===== src/rtl/alu_op_ctrl.sv =====
// Sequential front-end for the combinational alu: debounces the go button,
// issues registered operands/opcode, and captures the settled result and flags.
module alu_op_ctrl #(
  parameter int WIDTH    = 4,
  parameter int DEBOUNCE = 250000,
  parameter int SETTLE   = 2
) (
  input  logic             clk,
  input  logic             rst,
  input  logic [WIDTH-1:0] sw_a,
  input  logic [WIDTH-1:0] sw_b,
  input  logic [3:0]       sw_op,
  input  logic             go,
  input  logic [WIDTH-1:0] alu_s,
  input  logic             alu_cout,
  output logic [WIDTH-1:0] alu_a,
  output logic [WIDTH-1:0] alu_b,
  output logic [3:0]       alu_op,
  output logic             alu_cin,
  output logic [WIDTH-1:0] result,
  output logic             flag_n,
  output logic             flag_z,
  output logic             flag_c,
  output logic             flag_v,
  output logic             err,
  output logic             busy,
  output logic             done
);

  localparam int DW = $clog2(DEBOUNCE + 1);
  localparam int SW = $clog2(SETTLE + 1);

  localparam logic [3:0] OP_ADD = 4'b0001;
  localparam logic [3:0] OP_SUB = 4'b0010;
  localparam logic [3:0] OP_DIV = 4'b0100;
  localparam logic [3:0] OP_MOD = 4'b0101;
  localparam logic [3:0] OP_XOR = 4'b1000;

  typedef enum logic [1:0] {IDLE, EXEC, DONE} state_t;

  state_t          state, state_next;
  logic            go_s1, go_s2, go_level, go_pulse;
  logic [DW-1:0]   deb_cnt;
  logic [SW-1:0]   settle_cnt;
  logic            issue, capture;
  logic            op_bad;
  logic            cap_c, cap_v;

  // The debounced level follows the synced button only after it has disagreed
  // for DEBOUNCE consecutive cycles; go_pulse fires on the edge it rises.
  always_ff @(posedge clk) begin
    if (rst) begin
      go_s1    <= 1'b0;
      go_s2    <= 1'b0;
      go_level <= 1'b0;
      go_pulse <= 1'b0;
      deb_cnt  <= '0;
    end else begin
      go_s1    <= go;
      go_s2    <= go_s1;
      go_pulse <= 1'b0;
      if (go_s2 != go_level) begin
        if (deb_cnt == DW'(DEBOUNCE - 1)) begin
          deb_cnt  <= '0;
          go_level <= go_s2;
          go_pulse <= go_s2;
        end else begin
          deb_cnt <= deb_cnt + 1'b1;
        end
      end else begin
        deb_cnt <= '0;
      end
    end
  end

  always_ff @(posedge clk) begin
    if (rst) state <= IDLE;
    else     state <= state_next;
  end

  always_comb begin
    state_next = state;
    issue      = 1'b0;
    capture    = 1'b0;
    case (state)
      IDLE: if (go_pulse) begin
        issue      = 1'b1;
        state_next = EXEC;
      end
      EXEC: if (settle_cnt == SW'(SETTLE - 1)) begin
        capture    = 1'b1;
        state_next = DONE;
      end
      DONE:    state_next = IDLE;
      default: state_next = IDLE;
    endcase
  end

  // Validity and flags are judged on the issued operands, not the live switches.
  always_comb begin
    op_bad = (alu_op < OP_ADD) || (alu_op > OP_XOR) ||
             (((alu_op == OP_DIV) || (alu_op == OP_MOD)) && (alu_b == '0));
    cap_c  = 1'b0;
    cap_v  = 1'b0;
    if (alu_op == OP_ADD) begin
      cap_c = alu_cout;
      cap_v = (alu_a[WIDTH-1] == alu_b[WIDTH-1]) && (alu_s[WIDTH-1] != alu_a[WIDTH-1]);
    end else if (alu_op == OP_SUB) begin
      cap_c = alu_cout;
      cap_v = (alu_b[WIDTH-1] != alu_a[WIDTH-1]) && (alu_s[WIDTH-1] != alu_b[WIDTH-1]);
    end
  end

  always_ff @(posedge clk) begin
    if (rst) begin
      alu_a      <= '0;
      alu_b      <= '0;
      alu_op     <= '0;
      settle_cnt <= '0;
      result     <= '0;
      flag_n     <= 1'b0;
      flag_z     <= 1'b0;
      flag_c     <= 1'b0;
      flag_v     <= 1'b0;
      err        <= 1'b0;
    end else begin
      if (issue) begin
        alu_a      <= sw_a;
        alu_b      <= sw_b;
        alu_op     <= sw_op;
        settle_cnt <= '0;
      end else if (state == EXEC) begin
        settle_cnt <= settle_cnt + 1'b1;
      end
      if (capture) begin
        if (op_bad) begin
          result <= '0;
          flag_n <= 1'b0;
          flag_z <= 1'b1;
          flag_c <= 1'b0;
          flag_v <= 1'b0;
          err    <= 1'b1;
        end else begin
          result <= alu_s;
          flag_n <= alu_s[WIDTH-1];
          flag_z <= (alu_s == '0);
          flag_c <= cap_c;
          flag_v <= cap_v;
          err    <= 1'b0;
        end
      end
    end
  end

  assign alu_cin = 1'b0;
  assign busy    = (state != IDLE);
  assign done    = (state == DONE);

endmodule


===== config.mk =====
export PLATFORM = sky130hd
export DESIGN_NAME = alu_op_ctrl
export DESIGN_NICKNAME = d
export VERILOG_FILES = /design/src/rtl/alu_op_ctrl.sv
export SDC_FILE = /design/constraint.sdc
export NUM_CORES = 1
export LEC_CHECK = 0
export BUFFER_PORTS_ARGS = -buffer_cell sky130_fd_sc_hd__clkbuf_2
export CORE_ASPECT_RATIO = 0.75
export CORE_MARGIN = 4
export CORE_UTILIZATION = 50
export DETAILED_ROUTE_END_ITERATION = 10
export PLACE_DENSITY = 0.75
export SETUP_SLACK_MARGIN = 0.3
export SYNTH_ARGS = -nofsm -noshare
export SYNTH_HDL_FRONTEND = slang
export SYNTH_SLANG_ARGS = --single-unit
export TNS_END_PERCENT = 10

===== constraint.sdc =====
create_clock -name clk -period 3.5 [get_ports clk]
set_clock_uncertainty 0.15 [all_clocks]
set_input_delay 0 -clock clk [delete_from_list [all_inputs] [get_ports clk]]
set_output_delay 0 -clock clk [all_outputs]
set_load 0.1 [all_outputs]

======== After elaboration in Yosys (flattened, before gate mapping) ========
Index checks and enable logic that the tools add are counted.
storage, ports and cells
  register bits ........................... 47
  bits of input ports ..................... 20
  output and inout port bits .............. 24
  word-level logic and storage cells ...... 69
cells by class
  add/subtract/negate cells ............... 2
  order comparisons ....................... 2
  equal/unequal tests ..................... 15
  muxes and demuxes ....................... 17
  bitwise operators ....................... 2
  reductions and logical operators ........ 15
operators by type and width
  operator                                                               number
  18-bit by 1-bit adder with 18-bit output, second input constant        1
  18-bit equality test, second input constant                            1
  1-bit two-way mux                                                      13
  4-bit by 3-bit equality test with 1-bit output, second input constant  2
  4-bit zero test                                                        2
  3-bit OR reduction                                                     2
  2-bit by 1-bit equality test with 1-bit output, second input constant  2
  4-bit by 1-bit equality test with 1-bit output, second input constant  1
  4-bit by 2-bit equality test with 1-bit output, second input constant  1
  4-bit greater-than comparator, second input constant                   1
  4-bit by 1-bit < comparator with 1-bit output, second input constant   1
  2-bit two-way mux                                                      2
  4-bit two-way mux                                                      1
  1-bit inequality test                                                  4
  2-bit inequality test, second input constant                           2
  2-bit case mux with 2 select lines                                     1
  2-bit AND reduction                                                    2
  1-bit logical AND                                                      3
  1-bit logical OR                                                       3
  2-bit by 1-bit adder with 2-bit output, second input constant          1
  2-bit equality test, second input constant                             1
  2-bit zero test                                                        1
  1-bit NOT                                                              2
  2-bit nonzero test                                                     1
  other kinds (2)                                                        2

======== Depth between registers and ports, before layout ========
  depth after elaboration ................. 5
  gate-level depth with buffers ........... 6
  depth with buffers taken out ............ 6

======== Least setup slack after synthesis ========
No wires, ideal clock.
  kind .................................... reg2reg
  start point ............................. register alu_op[1]
  end point ............................... register flag_z
  library setup time ...................... 0.140 ns
  arrival time ............................ 1.778 ns
  data required time ...................... 3.210 ns
  setup slack ............................. 1.432 ns
  cell stages (with the launch flop) ...... 5
  buffers on the path ..................... 0
  clock period less this slack ............ 2.068 ns
  cells stage by stage .................... dfxtp_1 > nor4_1 > a31o_2 > o21ai_1 > a311oi_1
on the way
  word-level cells in the longest chain between the ends .. 5
  elaborated cells between the ends (all ways) .. 9
  those cells by class .................... order compare: 2; eq/ne: 2; mux: 1; reduce/logical: 4
ends and longest elaborated chain
  element                                                                                                RTL line  RTL
  start: declaration                                                                                     18        output logic [3:0] alu_op,
  start signal: assignment                                                                               130       alu_op <= sw_op;
  parallel branches: the longest is 3 deep, another holds 4-bit by 1-bit < comparator with 1-bit output  n/a
  1-bit logical OR (*)                                                                                   101       op_bad = (alu_op < OP_ADD) || (alu_op > OP_XOR) ||
  1-bit two-way mux (*)                                                                                  136       if (op_bad) begin
  end signal: assignment                                                                                 146       flag_z <= (alu_s == '0);
  end: declaration                                                                                       22        output logic flag_z,
Mark *: on every way between the ends.
A chain may end at the register's enable or synchronous reset.

======== Final worst setup path ========
  start point ............................. register deb_cnt[1]
  end point ............................... register deb_cnt[17]
on the way
  word-level cells in the longest chain between the ends .. 2
  elaborated cells between the ends (all ways) .. 3
  those cells by class .................... add/sub: 1; eq/ne: 1; reduce/logical: 1
ends and longest elaborated chain
  element                                                                                           RTL line  RTL
  start: declaration                                                                                43        logic [DW-1:0] deb_cnt;
  start signal: assignment                                                                          68        deb_cnt <= deb_cnt + 1'b1;
  parallel branches: the longest is 2 deep, another holds 18-bit by 1-bit adder with 18-bit output  n/a
Several ways; the timed one is not identified.

==> results.toml <==
[run_status]
status = "complete, no violations"

[synthesis]
synth.distinct_cells = 38
ys_warn_count = 0
yosysTopAreaCell = "dfxtp_1"
ys_ff_latch = 46
synth_edf_count = 0
syn_nets = 248
async_flop_share_pct = 0
postSynthAreaPerCell_um2 = 8.670
synth_ff_type = "dfxtp_1"
synth_area_um2 = 1959
synth_commonest_cells = "46 x dfxtp_1, 35 x nand2_1, 28 x nor2_1"
yosysMostFrequentCell = "dfxtp_1"
synth_top_area_share_pct = 47.00
netlist_instances = 226
yosysSeqAreaShare_pct = 47.00
synthTopCellsByArea = "dfxtp_1 47%, xnor2_1 7.2%, nand2_1 6.7%, nor2_1 5.4%, a21oi_1 3.8%"

[detailed_routing]
drc = 0
wl_per_cell_um = 12.74
via_count = 1691
viasPerCell = 5.018
firstDrtPassIters = 4
first_iter_violations = 72
postRouteAntennaNets = 0
wl_um = 4293

[power]
power_density_nw_per_um2 = 384.8
leakage_nw = 0.8928
peakVddDrop_v = 0.0004014
power_mw = 0.9528

[global_routing]
gr-usage-all-layers_pct = 18.74
antenna_found_initial = 0
grt_max_degree = 28
grt_pass1_vias = 1567
grt_overflow_total = 0
grt_first_pass_wirelength_um = 7320

[layout]
fin_area_um2 = 2476
seq_area_um2 = 920.9
syn_to_final_growth_pct = 26.37
num-fill-cells = 317
final_nets = 306
n_antenna_cell = 0
multi_input_area_um2 = 967.2
drive_gt1_share_pct = 18.60

[floorplan]
initial_utilization_pct = 52.83
rows = 19
dieArea_um2 = 4995
die_w_um = 80.29
chipHeight_um = 62.22
io_pins = 44
core_area_um2 = 3709

[sta]
slew_headroom_pct = 42.71
finalMaxSlewViolations = 0
max_freq_mhz = 475.4
hold_viol = 0
worst_pin_slew_ps = 856.4
fin_crit_ps = 2103
rsz0062_at_grt = "no"
tns_ps = 0
holdWs_ps = 78.58
fin_crit_sh_pct = 60.10
setup_ws_ps = 1397
setup_viol_count_final = 0

[worst_setup_path]
critPathMaxFanout = 16
cp-end-kind = "flop"
crit_type = "flop to flop"
start_kind = "flop"
arrival_ps = 2160
required_ps = 3550

[clock_network]
cts.htree.levels = 2
clkLatencyLatePin_ps = 300
cts-root-buf = "clkbuf_8"
post-cts-setup-buffer-count = 0
cts_buffers = 5
cts_max_path_buffers = 2
ctsResizeCount = 0
cts_hold_buffers = 18
cts_tree = "yes"
path_clk_slew_ps = 80
cts.sinks = 46

[placement]
portBuffers = 42
pre_cts_slack_ps = 1401
dp_hpwl_um = 2889
place_congestion = 0.8297
place_area_um2 = 2190

[min_path]
min_path_type = "input pin to flop"

[job]
maxCapViolations = 0
-- cell type report --
| cell class | instances | area share [%] |
|---|---|---|
| repair buffers | 60 | 15.77 |
| flip-flops and latches | 46 | 37.19 |
| clock inverters | 1 | 1.213 |
| inverters | 7 | 1.061 |
| multi-input cells | 164 | 39.06 |
| well taps | 52 | 2.628 |
| clock buffers | 7 | 3.082 |
-- per-stage QoR --
step	std cells	util (%)
after global placement	311	59.04
after CTS	337	66.77
after floorplan	226	-
final	337	66.77
after global routing	337	66.77
after detailed placement	311	59.04
-- kinds of logic after synthesis --
logic type / count (synthesis) / synth area share [%]
buffers and inverters: 16 / 3.640
AOI/OAI and AO/OA: 28 / 10.35
adders and majority gates: 2 / 1.277
other: 1 / 0.1914
xor gates and xnor gates: 18 / 8.046
muxes: 3 / 1.533
DFF: 46 / 47.00
and+or+nand+nor: 112 / 27.97
-- flip-flops by register name (all words and copies together), names as in the netlist --
| name | count |
|---|---|
| go_level | 1 |
| state | 2 |
| alu_b | 4 |
| flag_z | 1 |
| alu_op | 4 |
| go_pulse | 1 |
| result | 4 |
| flag_v | 1 |
| settle_cnt | 2 |
| alu_a | 4 |
| go_s1 | 1 |
| err | 1 |
| go_s2 | 1 |
| flag_c | 1 |
| deb_cnt | 18 |
-- routing by layer --
| metal | wire length, µm | global-route usage [%] |
|---|---|---|
| met4 | 51 | 7.595 |
| met1 | 2088 | 24.89 |
| met5 | 0 | 0 |
| met2 | 1892 | 27.27 |
| met3 | 260 | 6.936 |
-- path summary, 6_finish.rpt --
| path | depth (start not counted) | startpoint | slack [ps] | to |
|---|---|---|---|---|
| setup / recovery | 4 | deb_cnt[1]$_SDFF_PP0_ | 1400 | deb_cnt[17]$_SDFF_PP0_ |
| hold / removal | 2 | rst | 80 | settle_cnt[0]$_SDFFE_PP0N_ |
| setup reg to reg | 4 | deb_cnt[1]$_SDFF_PP0_ | 1400 | deb_cnt[17]$_SDFF_PP0_ |
| hold reg to reg | 1 | go_s1$_SDFF_PP0_ | 300 | go_s2$_SDFF_PP0_ |
-- cell usage in the layout (no fill, tap or decap), types with 2 or more instances in the layout --
cell type,synthesis,layout
mux2i_1,3,3
a32o_1,4,4
nand3b_1,2,2
nand3_1,7,7
a21oi_1,15,15
nand2b_1,3,3
ha_1,2,2
dlygate4sd3_1,0,18
nor4_1,6,6
clkbuf_1,6,2
or3_1,2,2
clkbuf_2,0,42
xnor2_1,16,16
xor2_1,2,2
nor2_1,28,28
inv_1,7,7
nand4_1,6,6
nor3_1,10,10
clkbuf_8,0,5
nor2b_1,5,5
nand2_1,35,35
dfxtp_1,46,46
-- where the power goes --
group	total, mW	internal [mW]	switching [mW]	leakage, nW
Combinational	0.0429	0.0236	0.0193	0.470
Sequential	0.525	0.524	0.000708	0.371
Clock	0.385	0.214	0.171	0.0524
-- worst max-delay path, stage by stage (launching register included) --
cell,delay (ps)
dfxtp_1,370
ha_1,210
nand3_1,180
o41ai_4,850
o21ba_2,250
No activity file was read; power rests on OpenSTA's default activity.
